$ cat config.mk
export PLATFORM = sky130hd
export DESIGN_NAME = vio_route_tagger
export DESIGN_NICKNAME = d
export VERILOG_FILES = /design/src/rtl/lynxTypes.sv /design/src/rtl/vio_route_tagger_slice.sv /design/src/rtl/vio_route_tagger.sv
export SDC_FILE = /design/constraint.sdc
export NUM_CORES = 2
export LEC_CHECK = 0
export ABC_AREA = 1
export BUFFER_PORTS_ARGS = -buffer_cell sky130_fd_sc_hd__buf_2
export CAP_MARGIN = 20
export CORE_AREA = 2 2 501 503
export DETAILED_ROUTE_END_ITERATION = 10
export DIE_AREA = 0 0 503 505
export PLACE_DENSITY_LB_ADDON = 0.3
export SYNTH_ARGS = -nofsm -noshare
export SYNTH_HDL_FRONTEND = slang
export SYNTH_SLANG_ARGS = --single-unit
$ cat constraint.sdc
create_clock -name aclk -period 3.7 [get_ports aclk]
set_input_delay 0.555 -clock aclk [delete_from_list [all_inputs] [get_ports aclk]]
set_output_delay 0.555 -clock aclk [all_outputs]
set_load 0.05 [all_outputs]
$ cat src/rtl/lynxTypes.sv
// Shared shell types: stream/PID widths plus the route tagger's destination count and FSM states.
package lynxTypes;

    localparam int PID_BITS      = 6;
    localparam int AXI_DATA_BITS = 512;
    localparam int N_REGIONS     = 1;
    localparam int VIO_N_DEST    = 14;

    typedef enum logic [1:0] {VT_IDLE, VT_FWD, VT_DROP} vt_state_t;

endpackage

$ cat src/rtl/vio_route_tagger_slice.sv
// Two-entry skid register slice: one output register plus one overflow register.
// The input-side ready depends only on local state, so no combinational path runs from m_ready.
module vio_axis_reg_slice #(
    parameter int W = 8
) (
    input  logic         aclk,
    input  logic         aresetn,
    input  logic         s_valid,
    output logic         s_ready,
    input  logic [W-1:0] s_payload,
    output logic         m_valid,
    input  logic         m_ready,
    output logic [W-1:0] m_payload
);

    logic         skid_valid;
    logic [W-1:0] skid_payload;

    assign s_ready = !skid_valid;

    // The skid entry only fills when the output is stalled; it drains first once m_ready returns.
    always_ff @(posedge aclk or negedge aresetn) begin
        if (!aresetn) begin
            m_valid      <= 1'b0;
            m_payload    <= '0;
            skid_valid   <= 1'b0;
            skid_payload <= '0;
        end else if (skid_valid) begin
            if (m_ready) begin
                m_payload  <= skid_payload;
                skid_valid <= 1'b0;
            end
        end else if (m_valid && !m_ready) begin
            if (s_valid) begin
                skid_payload <= s_payload;
                skid_valid   <= 1'b1;
            end
        end else begin
            m_valid <= s_valid;
            if (s_valid) begin
                m_payload <= s_payload;
            end
        end
    end

endmodule

$ cat src/rtl/vio_route_tagger.sv
// Ingress tagger: looks up a per-PID route on the first beat of each packet, holds it as tdest
// for the whole packet, drops packets with an empty route, and counts forwarded/dropped packets.
module vio_route_tagger #(
    parameter int N_DEST    = lynxTypes::VIO_N_DEST,
    parameter int PID_BITS  = lynxTypes::PID_BITS,
    parameter int DATA_BITS = lynxTypes::AXI_DATA_BITS,
    parameter int CNT_BITS  = 32
) (
    input  logic                   aclk,
    input  logic                   aresetn,
    input  logic                   cfg_we,
    input  logic [PID_BITS-1:0]    cfg_addr,
    input  logic [N_DEST-1:0]      cfg_route,
    input  logic                   cfg_clr,
    input  logic                   s_axis_tvalid,
    output logic                   s_axis_tready,
    input  logic                   s_axis_tlast,
    input  logic [DATA_BITS-1:0]   s_axis_tdata,
    input  logic [DATA_BITS/8-1:0] s_axis_tkeep,
    input  logic [PID_BITS-1:0]    s_axis_tid,
    output logic                   m_axis_tvalid,
    input  logic                   m_axis_tready,
    output logic                   m_axis_tlast,
    output logic [DATA_BITS-1:0]   m_axis_tdata,
    output logic [DATA_BITS/8-1:0] m_axis_tkeep,
    output logic [PID_BITS-1:0]    m_axis_tid,
    output logic [N_DEST-1:0]      m_axis_tdest,
    output logic [CNT_BITS-1:0]    stat_pkts,
    output logic [CNT_BITS-1:0]    stat_drops
);

    import lynxTypes::*;

    localparam int KEEP_BITS = DATA_BITS / 8;
    localparam int PAYLOAD_W = DATA_BITS + KEEP_BITS + 1 + PID_BITS + N_DEST;
    localparam int N_ENTRIES = 2 ** PID_BITS;

    logic [N_DEST-1:0]   route_tbl [N_ENTRIES];
    logic [N_DEST-1:0]   lookup;
    vt_state_t           state, state_nxt;
    logic [N_DEST-1:0]   cur_dest;
    logic [PID_BITS-1:0] cur_tid;
    logic                rst_done;
    logic                slice_ready;
    logic                push;
    logic                first_hit;
    logic                drop_done;
    logic                pkt_done;
    logic [N_DEST-1:0]   push_dest;
    logic [PID_BITS-1:0] push_tid;
    logic [PAYLOAD_W-1:0] push_payload;
    logic [PAYLOAD_W-1:0] out_payload;

    always_ff @(posedge aclk or negedge aresetn) begin
        if (!aresetn) begin
            for (int i = 0; i < N_ENTRIES; i++) begin
                route_tbl[i] <= '0;
            end
        end else if (cfg_we) begin
            route_tbl[cfg_addr] <= cfg_route;
        end
    end

    // Read before any same-cycle write lands, so a colliding lookup sees the old route.
    assign lookup = route_tbl[s_axis_tid];

    // Holds the input side closed until the first clock edge after reset is released.
    always_ff @(posedge aclk or negedge aresetn) begin
        if (!aresetn) begin
            rst_done <= 1'b0;
        end else begin
            rst_done <= 1'b1;
        end
    end

    always_comb begin
        state_nxt     = state;
        s_axis_tready = 1'b0;
        push          = 1'b0;
        push_dest     = cur_dest;
        push_tid      = cur_tid;
        first_hit     = 1'b0;
        drop_done     = 1'b0;
        if (rst_done) begin
            case (state)
                VT_IDLE: begin
                    if (lookup != '0) begin
                        s_axis_tready = slice_ready;
                        push          = s_axis_tvalid && slice_ready;
                        push_dest     = lookup;
                        push_tid      = s_axis_tid;
                        first_hit     = push;
                        if (push && !s_axis_tlast) state_nxt = VT_FWD;
                    end else begin
                        s_axis_tready = 1'b1;
                        if (s_axis_tvalid) begin
                            if (s_axis_tlast) drop_done = 1'b1;
                            else              state_nxt = VT_DROP;
                        end
                    end
                end
                VT_FWD: begin
                    s_axis_tready = slice_ready;
                    push          = s_axis_tvalid && slice_ready;
                    if (push && s_axis_tlast) state_nxt = VT_IDLE;
                end
                VT_DROP: begin
                    s_axis_tready = 1'b1;
                    if (s_axis_tvalid && s_axis_tlast) begin
                        drop_done = 1'b1;
                        state_nxt = VT_IDLE;
                    end
                end
                default: state_nxt = VT_IDLE;
            endcase
        end
    end

    always_ff @(posedge aclk or negedge aresetn) begin
        if (!aresetn) begin
            state    <= VT_IDLE;
            cur_dest <= '0;
            cur_tid  <= '0;
        end else begin
            state <= state_nxt;
            if (first_hit) begin
                cur_dest <= lookup;
                cur_tid  <= s_axis_tid;
            end
        end
    end

    assign push_payload = {s_axis_tdata, s_axis_tkeep, s_axis_tlast, push_tid, push_dest};

    vio_axis_reg_slice #(
        .W(PAYLOAD_W)
    ) u_slice (
        .aclk      (aclk),
        .aresetn   (aresetn),
        .s_valid   (push),
        .s_ready   (slice_ready),
        .s_payload (push_payload),
        .m_valid   (m_axis_tvalid),
        .m_ready   (m_axis_tready),
        .m_payload (out_payload)
    );

    assign {m_axis_tdata, m_axis_tkeep, m_axis_tlast, m_axis_tid, m_axis_tdest} = out_payload;

    assign pkt_done = m_axis_tvalid && m_axis_tready && m_axis_tlast;

    // A clear wins over a coincident increment; both counters stick at all-ones.
    always_ff @(posedge aclk or negedge aresetn) begin
        if (!aresetn) begin
            stat_pkts  <= '0;
            stat_drops <= '0;
        end else if (cfg_clr) begin
            stat_pkts  <= '0;
            stat_drops <= '0;
        end else begin
            if (pkt_done && (stat_pkts != '1))   stat_pkts  <= stat_pkts + CNT_BITS'(1);
            if (drop_done && (stat_drops != '1)) stat_drops <= stat_drops + CNT_BITS'(1);
        end
    end

endmodule

==> run_results.csv <==
group,metric,value,unit
yosys,synth.most_common_cell,"nand2_1",
placement,placed_area,109000,um2
sta,drv_slew,0,
yosys,synth_top_area_cell,"dfrtp_1",
routing,firstDrtPassIters,8,
cts,cts_tree,"yes",
floorplan,rows,183,
cts,clock-sinks,2179,
cts,clock-root-buffer,"clkbuf_16",
placement,gp_congestion,0.954,
placement,dp_hpwl,245,mm
setup_path,critPathArrivalTime,4470,ps
yosys,syn_avg_cell_area,7.93,um2
pwr,clkPwrFrac,0.319,
yosys,syn_inst,12200,
floorplan,core_area,248000,um2
pwr,p_leak,62.6,nW
sta,tightest_slew,1120,ps
pwr,seqPwrFrac,0.414,
pwr,power.switching,28.3,mW
yosys,synthTopCellsByCount,"5263 x nand2_1, 2179 x dfrtp_1, 2140 x o21ai_0",
routing,antenna_left,0,
setup_path,slowest_delay,210,ps
sta,report.final.hold_viol_count,0,
sta,finalCriticalPeriod,3750,ps
finish,finalNetCount,14600,
yosys,ys_types,33,
run_status,violations,"negative setup slack",
routing,drc_errors,0,
pwr,power,77.3,mW
sta,skew,111,ps
sta,fmax,0.267,GHz
setup_path,required,4420,ps
pwr,power_density,618,nW/um2
finish,syn_to_final_growth,28.9,%
run_status,run_status,"finished with violations",
finish,stdcell_area,125000,um2
yosys,syn_nets,12800,
floorplan,die_w,503,um
pwr,sw_frac_of_total,0.366,
cts,ctsLongestPathBuffers,3,
routing,viasPerCell,5.10,
pwr,peakVddDrop,0.483,mV
yosys,synth-seq-cells,2179,
placement,portBuffers,1271,
floorplan,dieArea,254000,um2
cts,clock_latency,910,ps
setup_path,start_kind,"primary input",
yosys,synth_edf_count,0,
cts,h-tree-depth,4,
global_routing,grt_pass1_wl,527,mm
finish,drive_gt1_frac,0.172,
setup_path,timing.setup.critical_path_class,"in2reg",
routing,vias,89800,
setup_path,cpMaxStageDelayCell,"buf_16",
floorplan,die_h,505,um
min_path,holdCritPathClass,"in2reg",
placement,placedCellCount,16500,
floorplan,ios,1272,
sta,finalCritPeriodShare,1.01,
cts,cts.clk_slew.worst_paths,60,ps
setup_path,cpMostUsedCell,"buf_4",
sta,worst_slack,-49.6,ps
floorplan,start_util,0.391,
setup_path,cp_max_fo,38,
global_routing,gr-total-overflow,0,
routing,totalWireLength,356,mm
job,drv_cap,0,
yosys,yosysWarnings,0,
global_routing,grt_max_degree,205,
routing,drt_first_iter_violations,9135,
finish,fillers,23500,
global_routing,grt_use_total,0.270,
global_routing,antenna_found_initial,108,
yosys,netlist_area,97000,um2
pwr,p_int,49.0,mW
global_routing,grt_pass1_vias,83500,
sta,totalNegativeSetupSlack,-991,ps
pwr,comb_power_share,0.267,
cts,cts-buffers-inserted,230,
yosys,synth_top_area_frac,0.562,
finish,postLayoutCoreUtil,0.504,
yosys,yosys-top-cells-area,"dfrtp_1 56%, nand2_1 20%, o21ai_0 11%, nand3_1 4.2%, inv_1 2.7%",
yosys,async_flop_share,1.00,
routing,post_drt_wl_per_cell,20.2,um
yosys,synthFlopType,"dfrtp_1",
yosys,ys_seq_area_frac,0.562,
sta,final-setup-viol-count,57,
sta,rsz0062_at_grt,"yes",
finish,final_cells,17600,
sta,maxSlewHeadroom,0.254,
setup_path,critPathCaptureType,"flop",
-- logic make-up (layout without fill, tap and decap cells) --
kind of cell | after synthesis | after routing | synth area share
simple gates | 6289 | 6289 | 0.256
flops | 2179 | 2179 | 0.562
compound gates | 2176 | 2176 | 0.113
buf+inv | 1555 | 3499 | 0.0660
xor+xnor | 32 | 32 | 0.00289
fa+ha+maj | 2 | 2 | 0.000258
other cells | 1 | 91 | 0.0000386
-- power by group through the flow --
stage          sequential, mW  combinational [mW]  clock (mW)
6_report                 32.0                20.6        24.7
3_5_place_dp             32.2                19.6           0
5_1_grt                  32.6                22.3        26.0
4_1_cts                  31.9                20.3        25.0
2_1_floorplan            38.3                6.52           0
3_3_place_gp             32.1                19.3           0
-- what timing repair did --
| action | CTS | global route |
|---|---|---|
| setup endpoints to repair | 1 | 948 |
| resized for setup | 108 | 209 |
| hold buffers | 543 | 0 |
| pin swaps | 32 | 57 |
| buffers inserted | 26 | 18 |
| hold endpoints to repair | 812 | 0 |
| gates cloned | 0 | 11 |
-- per-layer routing --
metal	share of wire	vias to the layer above	routed length [um]	GRT usage
met5	0.00042	-	151	0
met4	0.067	26	23700	0.161
met3	0.086	936	30600	0.0669
met2	0.44	3645	158000	0.408
met1	0.40	42800	144000	0.349
li1	-	42400	-	-
-- cells in the final DEF (no fill, tap or decap), types with 5 or more instances in the layout --
cell / Yosys / final
nand3_1: 820 / 695
a211oi_1: 5 / 5
inv_6: 0 / 5
nand4_1: 33 / 33
inv_2: 3 / 16
clkinvlp_4: 0 / 8
nand2_1: 5263 / 5183
nor2_2: 3 / 7
xor2_1: 32 / 32
buf_12: 0 / 132
nor4_2: 0 / 6
dlygate4sd3_1: 0 / 543
clkbuf_16: 0 / 243
nor3_1: 49 / 47
inv_1: 702 / 700
nand3_2: 1 / 96
buf_2: 302 / 1266
nor2_1: 92 / 87
dfrtp_1: 2179 / 2177
a21oi_1: 17 / 16
buf_16: 0 / 13
diode_2: 0 / 90
nor4_1: 25 / 19
clkinv_16: 0 / 9
o21ai_1: 0 / 30
buf_4: 40 / 360
bufinv_16: 0 / 21
nand3_4: 0 / 30
o21a_1: 9 / 9
clkbuf_1: 462 / 42
clkinv_2: 1 / 41
clkbuf_8: 0 / 68
clkinv_4: 0 / 5
buf_6: 5 / 17
nand2_2: 1 / 77
o21ai_0: 2140 / 2109
-- layout make-up --
class	count	area [um2]	area share
timing repair buffer	2346	18000	0.144
clock inverter	88	1260	0.0101
multi-input combinational	8500	37300	0.298
tap	3330	4170	0.0333
antenna	90	225	0.00180
inverter	723	2740	0.0219
sequential	2179	54500	0.436
clock buffer	342	6900	0.0552
-- per-stage QoR --
stage	setup WS (ps)	hold slack [ps]
3_3_place_gp	-300	449
2_1_floorplan	305	259
5_1_grt	-139	1.69
3_5_place_dp	-326	453
4_1_cts	-1.48	0.874
6_report	-49.6	66.0
-- state kept, by name, indices dropped and copies added (netlist names) --
name and flops:
cur_dest 14, cur_tid 6, u_slice.m_valid 1, state 2, u_slice.skid_payload 597, stat_drops 32, rst_done 1, u_slice.m_payload 597
u_slice.skid_valid 1, route_tbl 896, stat_pkts 32
-- critical path: cells and delay by family --
| kind | cells | cell delay [ps] |
|---|---|---|
| buf+inv | 15 | 2250 |
| compound gates | 1 | 90 |
| simple gates | 13 | 1400 |
-- path summary, 6_finish.rpt --
kind                                                    startpoint                               endpoint  slack, ps  cells past startpoint
min in group asynchronous                                  aresetn     u_slice.m_payload[288]$_DFFE_PN0P_        180                      2
worst max-delay path                                 s_axis_tid[0]  u_slice.skid_payload[359]$_DFFE_PN0P_        -50                     29
worst min-delay path                             s_axis_tdata[346]  u_slice.skid_payload[431]$_DFFE_PN0P_         70                      3
worst min register to register  u_slice.m_payload[237]$_DFFE_PN0P_     u_slice.m_payload[237]$_DFFE_PN0P_        460                      2
max in group asynchronous                                  aresetn  u_slice.skid_payload[114]$_DFFE_PN0P_       2090                      3
worst max register to register           route_tbl[44]$_DFFE_PN0P_  u_slice.skid_payload[359]$_DFFE_PN0P_        -10                     25
Note: power is estimated with default switching activity, not from simulation.
